## config.mk

```make
export PLATFORM = sky130hd
export DESIGN_NAME = cpu_loader
export DESIGN_NICKNAME = d
export VERILOG_FILES = /design/src/rtl/cpu_loader.sv
export SDC_FILE = /design/constraint.sdc
export NUM_CORES = 1
export LEC_CHECK = 0
export CAP_MARGIN = 15
export CORE_ASPECT_RATIO = 0.5
export CORE_MARGIN = 3
export CORE_UTILIZATION = 47
export CTS_BUF_LIST = sky130_fd_sc_hd__clkbuf_8
export DETAILED_ROUTE_END_ITERATION = 10
export PLACE_DENSITY = 0.78
export SYNTH_ARGS = -nofsm -noshare
export SYNTH_HDL_FRONTEND = slang
export SYNTH_SLANG_ARGS = --single-unit
```

## constraint.sdc

```tcl
create_clock -name clk -period 1.8 [get_ports clk]
set_input_delay 0.27 -clock clk [delete_from_list [all_inputs] [get_ports clk]]
set_output_delay 0.27 -clock clk [all_outputs]
set_load 0.005 [all_outputs]
```

## src/rtl/cpu_loader.sv

```systemverilog
// ---------------------------------------------------------------------------
// cpu_loader
//
// Program loader and run sequencer for the `cpu` core. A byte stream fills
// data RAM first (one byte per RAM word) and then instruction ROM (two bytes
// per word, low byte first). The core is then released from reset, allowed
// to run until it reports idle (or a cycle limit expires) and is finally
// parked back in reset.
//
// Ports
//   clk, rst        clock, synchronous active-high reset
//   start           begin a load+run session (only looked at in IDLE)
//   in_valid/ready  byte stream handshake, in_data is the byte
//   ram_we/addr/wdata  registered RAM write port
//   rom_we/addr/wdata  registered ROM write port
//   cpu_rstn        low holds the core in reset
//   cpu_setn        run enable for the core
//   cpu_idle        core reports it has reached an idle instruction
//   busy            high whenever the FSM is not in IDLE
//   done            one-cycle pulse when a session ends
//   timeout         sticky run-abort flag, cleared by the next start
//   run_cycles      cycles spent in RUN, saturating
//   fsm_state       current FSM state, for observation only
//
// Handshake: a byte is transferred on every rising edge where in_valid and
// in_ready are both high. in_ready depends on the FSM state only, never on
// in_valid; the source must hold in_data stable while in_valid is high and
// the byte has not yet been taken.
// ---------------------------------------------------------------------------
module cpu_loader #(
    parameter int IMSB    = 15,
    parameter int PMSB    = 7,
    parameter int AMSB    = 7,
    parameter int DMSB    = 7,
    parameter int RUN_MAX = 65535
) (
    input  logic            clk,
    input  logic            rst,
    input  logic            start,
    input  logic            in_valid,
    input  logic [7:0]      in_data,
    output logic            in_ready,
    output logic            ram_we,
    output logic [AMSB:0]   ram_addr,
    output logic [DMSB:0]   ram_wdata,
    output logic            rom_we,
    output logic [PMSB:0]   rom_addr,
    output logic [IMSB:0]   rom_wdata,
    output logic            cpu_rstn,
    output logic            cpu_setn,
    input  logic            cpu_idle,
    output logic            busy,
    output logic            done,
    output logic            timeout,
    output logic [15:0]     run_cycles,
    output logic [2:0]      fsm_state
);

    typedef enum logic [2:0] {
        IDLE      = 3'd0,
        LD_RAM    = 3'd1,
        LD_ROM_LO = 3'd2,
        LD_ROM_HI = 3'd3,
        ARM       = 3'd4,
        RUN       = 3'd5,
        DRAIN     = 3'd6
    } state_t;

    localparam logic [AMSB:0] RAM_LAST = '1;
    localparam logic [PMSB:0] ROM_LAST = '1;
    localparam logic [15:0]   RUN_LAST = 16'(RUN_MAX - 1);
    localparam logic [15:0]   RUN_SAT  = 16'hFFFF;

    state_t        state;
    state_t        state_next;
    logic [AMSB:0] ram_cnt;
    logic [PMSB:0] rom_cnt;
    logic [7:0]    rom_lo;
    logic          phase;     // second cycle of the two-cycle ARM/DRAIN windows
    logic          accept;
    logic          run_hit_max;
    logic          idle_armed;

    assign accept      = in_valid && in_ready;
    // run_cycles still holds the count of completed RUN cycles, so the
    // current cycle is the RUN_MAX-th one when it equals RUN_MAX-1.
    assign run_hit_max = (run_cycles == RUN_LAST);
    // The core shows inst=0 before its first fetch, so idle is only trusted
    // from the third RUN cycle onwards.
    assign idle_armed  = (run_cycles >= 16'd2);

    // ------------------------------------------------------------------
    // State register
    // ------------------------------------------------------------------
    always_ff @(posedge clk) begin
        if (rst) begin
            state <= IDLE;
        end else begin
            state <= state_next;
        end
    end

    // ------------------------------------------------------------------
    // Next-state logic
    // ------------------------------------------------------------------
    always_comb begin
        state_next = state;
        case (state)
            IDLE: begin
                if (start) state_next = LD_RAM;
            end
            LD_RAM: begin
                if (accept && ram_cnt == RAM_LAST) state_next = LD_ROM_LO;
            end
            LD_ROM_LO: begin
                if (accept) state_next = LD_ROM_HI;
            end
            LD_ROM_HI: begin
                if (accept) state_next = (rom_cnt == ROM_LAST) ? ARM : LD_ROM_LO;
            end
            ARM: begin
                if (phase) state_next = RUN;
            end
            RUN: begin
                // Reaching the cycle limit ends the run even if idle shows up
                // in the same cycle.
                if (run_hit_max || (idle_armed && cpu_idle)) state_next = DRAIN;
            end
            DRAIN: begin
                if (phase) state_next = IDLE;
            end
            default: state_next = IDLE;
        endcase
    end

    // ------------------------------------------------------------------
    // State-decoded outputs
    // ------------------------------------------------------------------
    always_comb begin
        in_ready  = 1'b0;
        busy      = (state != IDLE);
        cpu_rstn  = 1'b0;
        cpu_setn  = 1'b0;
        fsm_state = state;
        case (state)
            LD_RAM, LD_ROM_LO, LD_ROM_HI: in_ready = 1'b1;
            ARM, DRAIN:                   cpu_rstn = 1'b1;
            RUN: begin
                cpu_rstn = 1'b1;
                cpu_setn = 1'b1;
            end
            default: ;
        endcase
        // A reset pulse puts the core back in reset in the same cycle
        // rather than waiting for the state register to clear.
        if (rst) begin
            cpu_rstn = 1'b0;
            cpu_setn = 1'b0;
        end
    end

    // ------------------------------------------------------------------
    // Datapath: counters, write ports, run bookkeeping
    // ------------------------------------------------------------------
    always_ff @(posedge clk) begin
        if (rst) begin
            ram_cnt    <= '0;
            rom_cnt    <= '0;
            rom_lo     <= '0;
            phase      <= 1'b0;
            ram_we     <= 1'b0;
            ram_addr   <= '0;
            ram_wdata  <= '0;
            rom_we     <= 1'b0;
            rom_addr   <= '0;
            rom_wdata  <= '0;
            done       <= 1'b0;
            timeout    <= 1'b0;
            run_cycles <= '0;
        end else begin
            ram_we <= 1'b0;
            rom_we <= 1'b0;
            done   <= 1'b0;
            phase  <= ((state == ARM) || (state == DRAIN)) && !phase;

            case (state)
                IDLE: begin
                    if (start) begin
                        ram_cnt    <= '0;
                        rom_cnt    <= '0;
                        run_cycles <= '0;
                        timeout    <= 1'b0;
                    end
                end
                LD_RAM: begin
                    if (accept) begin
                        ram_we    <= 1'b1;
                        ram_addr  <= ram_cnt;
                        ram_wdata <= in_data;
                        ram_cnt   <= (ram_cnt == RAM_LAST) ? '0 : ram_cnt + 1'b1;
                    end
                end
                LD_ROM_LO: begin
                    if (accept) rom_lo <= in_data;
                end
                LD_ROM_HI: begin
                    if (accept) begin
                        rom_we    <= 1'b1;
                        rom_addr  <= rom_cnt;
                        rom_wdata <= {in_data, rom_lo};
                        rom_cnt   <= (rom_cnt == ROM_LAST) ? '0 : rom_cnt + 1'b1;
                    end
                end
                RUN: begin
                    if (run_cycles != RUN_SAT) run_cycles <= run_cycles + 16'd1;
                    if (run_hit_max) timeout <= 1'b1;
                end
                DRAIN: begin
                    // done lands in the first IDLE cycle, where cpu_rstn is
                    // already low again.
                    if (phase) done <= 1'b1;
                end
                default: ;
            endcase
        end
    end

endmodule

```

==> results by group <==
Run status
  – Status: finished, violations left
  – Failing checks: negative setup slack

Clocking
  – Num CTS Buffers: 9
  – Number of clock sinks: 88
  – CTS tree: done
  – CTS max path bufs: 2
  – Clk pin slew, worst setup/hold paths: about 90 ps
  – H-tree Lvls: 3
  – Later-pin clock latency in the skew report: between 300 and 400 ps
  – Root Driver: clkbuf_8

Floorplan
  – Core Region: roughly 7500 µm²
  – DIE HEIGHT: 68.93 µm
  – Io pins: 80
  – Initial core utilization: 0.4953
  – Die area: between 9000 and 10,000 µm²
  – Rows: 22
  – Die X: roughly 130 µm

Yosys
  – Synth warn: 0
  – Adder-Cell Fraction of Synth Area: 0.01345
  – Synth top cells by count: 100 x nand2_1, 88 x dfxtp_1, 57 x a21oi_1
  – Largest family of logic cells by synthesized area: simple AND/OR/NAND/NOR gates
  – Gate Count Post-Synth: 452
  – Post-synthesis sequential area ratio: 0.4733
  – Largest cells by area after synthesis: dfxtp_1 47%, nand2_1 10%, a21oi_1 7.7%
  – Register bit total from synthesis: roughly 90
  – Synth Flop Type: dfxtp_1
  – Post-Synthesis Cell Area: 3722 µm²
  – Complex-gate fraction of the synthesized area: 0.1553
  – Cell variety after synth: 50
  – XOR/XNOR Fraction of Synth Area: 0.02588
  – Yosys top cell by area: dfxtp_1
  – Avg Inst Size Synth: 8.235 µm²
  – Top-area cell type share of the netlist area: 0.4733
  – Post-synth EDFFs: 0
  – Post-Syn Nets: 469
  – Mux share of post-synthesis cell area: 0.02723
  – Post-synth ARST share: 0
  – Post-Synth Simple-Gate Area: 0.2729
  – Top-count cell post-synth: nand2_1

Job
  – MaxCap Viol Count: 0

Worst setup path
  – CP startpoint kind: flop
  – RR Startpoint: fsm_state[2]
  – Critical Path End: run_cycles[11]
  – Setup CP Type: flop to flop
  – Max stage delay on crit path: roughly 410 ps
  – Reg2reg end: run_cycles[11]
  – Req. time, crit path: 2070 ps
  – Crit path from: fsm_state[2]
  – CP delay by family, top: compound AO/OA/AOI/OAI gates
  – Critical path depth: 6
  – Crit. End Element: flop
  – Buf/Inv on CP: 1
  – CP Max Fanout: 6
  – R2R setup slack: -30 ps
  – Crit-path cells: or3b_4 > a21oi_4 > o2111ai_4 > buf_6 > o31a_1 > o21a_1
  – Crit path DAT: 2100 ps
  – Crit-path slowest cell: or3b_4
  – FF-to-FF path depth: 6

Power
  – Leak pwr: 1.994 nW
  – PD cells: 936.8 nW/µm²
  – Total power draw: 5.079 mW
  – Maximum vdd drop: between 0.5 and 0.6 mV

Route
  – # DRC: 0
  – Initial drt markers: roughly 260
  – Via density: 5.342
  – Avg WL per Cell: 14.35 µm
  – Vias: ~3,700
  – Final WL: 10,030 µm
  – DRT Pass-1 Iters: 4
  – Number of routed nets with antenna violations: 0

Final layout
  – Area Growth Syn to Fin: 45.65%
  – Share of cells above drive strength 1: 0.1929
  – NumNets Final: between 600 and 700
  – Final instance area: 5421 µm²
  – N_diodes: 0

Place
  – Port Buffers: slightly below 80
  – Pre-CTS setup slack: -427.3 ps
  – Placed Area: 5014 µm²
  – Routability Congestion: 0.8723
  – DP HPWL: 6635 µm

Min path
  – Worst hold path type: input port to flop

Timing
  – Worst slew pin tran: 329.4 ps
  – Max Slew Vio Count: 0
  – Time the worst path needs with I/O delays and setup: 1831 ps
  – Setup TNS Final: -30.84 ps
  – # setup viols final: 1
  – Final hold violations: 0
  – Final Cycle Share: 1.017
  – Clk_skew: 12.09 ps
  – PnR worst setup slack: -30.84 ps
  – Max Clk Rate: about 550 MHz
  – Slew margin rel.: 0.7784
  – RSZ-0062 raised after global routing: yes

GRT
  – GR Overflow Total: 0
  – Pin count of the biggest net entering global routing: 28
  – Total GRT Usage: 0.2194
  – Vias in the first global route: 3,421
  – First-pass GRT wire length: roughly 16,000 µm
  – Initial antenna violation count: 0
## layout by cell type, fill, tap and decap left out, types with 4 or more instances in the layout
cell type and n:
nor2_1 40, nand4_1 11, nand3_1 7, clkdlybuf4s50_1 72
o211ai_1 6, xor2_1 8, ha_1 4, dfxtp_1 82
clkbuf_8 9, dlygate4sd2_1 4, nand2b_1 4, buf_4 63
and3_1 8, mux2i_1 9, or3_1 6, a21oi_1 56
inv_1 5, and4_1 4, o21ai_0 8, nor4_1 6
nand2_1 99
## flip-flops by register name, summed over array words and instances (netlist names)
signal,count
rom_we,1
rom_addr,8
rom_cnt,8
timeout,1
ram_cnt,8
ram_wdata,8
done,1
ram_addr,8
ram_we,1
phase,1
run_cycles,16
fsm_state,3
rom_wdata,16
rom_lo,8
## final cells by class
cell class              count  area, µm²
clock buffers               9      123.9
flip-flops and latches     88       1777
multi-input cells         335       1936
clock inverters             7      101.3
fillers                   606       2093
well taps                 108      135.1
inverters                   5      18.77
repair buffers            147       1330
## logic make-up after synthesis
logic type | Yosys count
buf+inv | 29
xor+xnor | 11
fa+ha+maj | 4
mux | 10
flops | 88
simple gates | 214
compound gates | 96
## worst reg2reg max path, cell delays in order, from the launching register on
cell and delay, ps:
dfxtp_4 370, or3b_4 410, a21oi_4 210, o2111ai_4 190, buf_6 170, o31a_1 230, o21a_1 160
## where the power goes
part | internal (mW) | leakage [nW] | total, mW | switching, mW
clock network | 0.799 | 0.112 | 1.55 | 0.753
logic | 0.674 | 1.17 | 1.39 | 0.720
registers | 2.05 | 0.714 | 2.13 | 0.0862
total | 3.52 | 1.99 | 5.08 | 1.56
## per-stage QoR
| stage | hold WS, ps | std cells | utilization |
|---|---|---|---|
| 5_1_grt | 301.2 | 699 | 0.7214 |
| 3_3_place_gp | 440.6 | 675 | 0.6672 |
| 3_5_place_dp | 444.0 | 675 | 0.6672 |
| 2_1_floorplan | 406.0 | 452 | - |
| 6_report | 292.5 | 699 | 0.7214 |
| 4_1_cts | 259.3 | 692 | 0.7068 |
## routing by layer
layer	wire length [µm]	global-route usage	share of wire	vias up
met5	0	0	0	-
met1	4361	0.2629	0.43	1758
li1	-	-	-	1840
met2	4855	0.3885	0.48	119
met3	712	0.07464	0.071	17
met4	104	0.05890	0.010	0
## what timing repair did
action	CTS	global route
endpoints found under the setup margin	14	17
pin swaps	0	6
resized for setup	25	19
hold buffers	0	0
buffers inserted	1	7
## worst min-delay path by stage
stage / from / endpoint / slack, ps / cells after the start
finish: rst / fsm_state[1] / 290 / 2
global route: rst / fsm_state[1] / 300 / 2
CTS: rst / fsm_state[1] / 260 / 2
detailed placement: rom_lo[2] / rom_wdata[2] / 440 / 2
global placement: rom_lo[5] / rom_wdata[5] / 440 / 2
floorplan: in_data[0] / ram_wdata[0] / 410 / 2
No activity file was read; power rests on OpenSTA's default activity.
==> variant (same flow settings) <==
Change the parameter `AMSB` from 7 to 8.
--- a/src/rtl/cpu_loader.sv
+++ b/src/rtl/cpu_loader.sv
@@ -30,7 +30,7 @@
 module cpu_loader #(
     parameter int IMSB    = 15,
     parameter int PMSB    = 7,
-    parameter int AMSB    = 7,
+    parameter int AMSB    = 8,
     parameter int DMSB    = 7,
     parameter int RUN_MAX = 65535
 ) (
Ports: changed (resized ram_addr); port bits go from 80 to 81. No check against the original RTL was run, so the function may have changed too.
==> variant against the unedited design <==
The flow still finishes with violations (setup timing). Clock skew fell by 0.0039 ns. Synthesized area rose by 2.2%. Sequential share of layout area rose by 0.15 points. Power fell by 4.8%. Worst setup slack got worse by 0.065 ns. Final area rose by 1.9%. Sequential cell count rose by 2. Maximum frequency fell by 3.4%. Cell count rose by 0.29%. Die area rose by 2.1%. Wire length fell by 2.1%. Highest routed layer unchanged.
==> variant: results (changes against the unedited design) <==
metric;value;unit;change
gr usage total;20.4;%;-1.5 points
Post-Syn Nets;471;;+0.43%
Leakage;2.03;nW;+1.8%
top cells by area, synth;dfxtp_1 47%, nand2_1 9.7%, a21oi_1 7.0%;;
CP peak stage delay;0.34;ns;-0.07 ns
Core Util, Final;72.7;%;+0.58 points
H-Tree Level Count;3;;unchanged
Routed met2 length;4590;um;-5.4%
VDD IR-drop max;0.000510;V;-11%
routed length on met1;4580;um;+5.0%
Clock transition at path regs;0.08;ns;
slew margin rel.;72.6;%;-5.3 points
share of cells above drive strength 1;20.7;%;+1.5 points
Max FO, Critical Path;4;;-2
final clock skew;0.00818;ns;-0.00391 ns
status;finished, violations left;;
setup TNS;-0.929;ns;-0.898 ns
first-pass GRT wire length;15800;um;-2.0%
Vias/cell;5.21;;-2.5%
First-pass DRT Iterations;4;;unchanged
clock buffer depth;2;;unchanged
vias in the first global route;3360;;-1.8%
CTS buffer count;9;;unchanged
slowest stage cell, crit path;dfxtp_2;;
CP Data Arrival Time;2.12;ns;+0.02 ns
DP Wirelength;6700;um;+0.95%
hold crit path type;in2reg;;
Top Metal Used;met4;;
sequential area share after synthesis;47.4;%;about the same
initial antenna violation count;0;;unchanged
port bufs;80;;+1.3%
Fill cells;588;;-3.0%
most instantiated cells after synthesis;98 x nand2_1, 90 x dfxtp_1, 53 x a21oi_1;;
WL per Instance;14.0;um;-2.4%
final worst slack;-0.0957;ns;-0.0648 ns
fin nets;607;;+0.66%
Inserted Diodes;0;;unchanged
Placer Congestion;0.881;;+0.94%
Skew-Pair Late Insertion Delay;0.35;ns;-0.02 ns
Initial DRC Count;233;;-9.3%
failing checks;setup timing;;
Netlist cell types;52;;+4.0%
maximum number of pins on one net before global-route repair;36;;+29%
Regs by FF count;rom_wdata x16, run_cycles x16;;
Yosys warnings;0;;unchanged
final-report setup violation count;17;;+16
Post-synth ARST share;0;%;unchanged
Area after DPL;5110;sq um;+1.9%
met3 wire len;519;um;-27%
clock root buffer;clkbuf_8;;
variant: through the flow:
stage / total power [mW] / cells / setup slack, ns
floorplan: 2.91 / 453 / -0.0700
finish: 4.83 / 701 / -0.0957
global route: 5.10 / 701 / -0.235
global placement: 3.48 / 675 / -0.405
detailed placement: 3.50 / 675 / -0.428
CTS: 4.79 / 693 / -0.146
variant: repair_timing:
| item | in CTS | in global routing |
|---|---|---|
| resized for setup | 22 | 29 |
| hold buffers | 0 | 0 |
| setup buffers | 3 | 8 |
| setup endpoints to repair | 27 | 31 |
| pin swaps | 3 | 11 |
| gates cloned | 0 | 0 |
variant: final timing paths:
kind | slack [ns] | start | cells after the start | endpoint
worst max-delay path | -0.1 | ram_cnt[2] | 9 | fsm_state[1]
worst min-delay path | 0.30 | rst | 3 | phase
worst max register to register | -0.1 | ram_cnt[2] | 9 | fsm_state[1]
worst min register to register | 0.45 | rom_lo[0] | 2 | rom_wdata[0]
variant: final cells by class:
| cell class | instances | share of cell area, % |
|---|---|---|
| sequential | 90 | 32.9 |
| multi-input combinational | 331 | 36.2 |
| clock buffer | 11 | 2.74 |
| tap | 108 | 2.45 |
| clock inverter | 4 | 0.498 |
| inverter | 8 | 0.543 |
| timing repair buffer | 149 | 24.7 |
variant: worst max-delay path: cells and delay by family (launching register included):
kind	cells	cell delay, ns
AND/OR/NAND/NOR	4	0.62
AO/OA/AOI/OAI	3	0.49
flip-flops	1	0.34
multiplexers	1	0.21
adder cells (fa/ha/maj)	1	0.12
variant: kinds of logic after synthesis:
logic type      Yosys count  synth area share, %
compound gates           84                 13.9
xor+xnor                 20                 4.60
fa+ha+maj                 5                 1.64
buf+inv                  32                 3.58
flops                    90                 47.4
mux                      12                 3.16
simple gates            210                 25.7
variant: metal layers:
metal	up-vias	track usage [%]
li1	1834	-
met4	0	5.59
met1	1708	27.7
met5	-	0
met3	15	6.09
met2	93	31.9
variant: power by group:
part / switching, mW / internal (mW) / total, mW
Combinational: 0.699 / 0.716 / 1.42
Sequential: 0.0669 / 2.10 / 2.16
Clock: 0.688 / 0.567 / 1.25
Total: 1.45 / 3.38 / 4.83
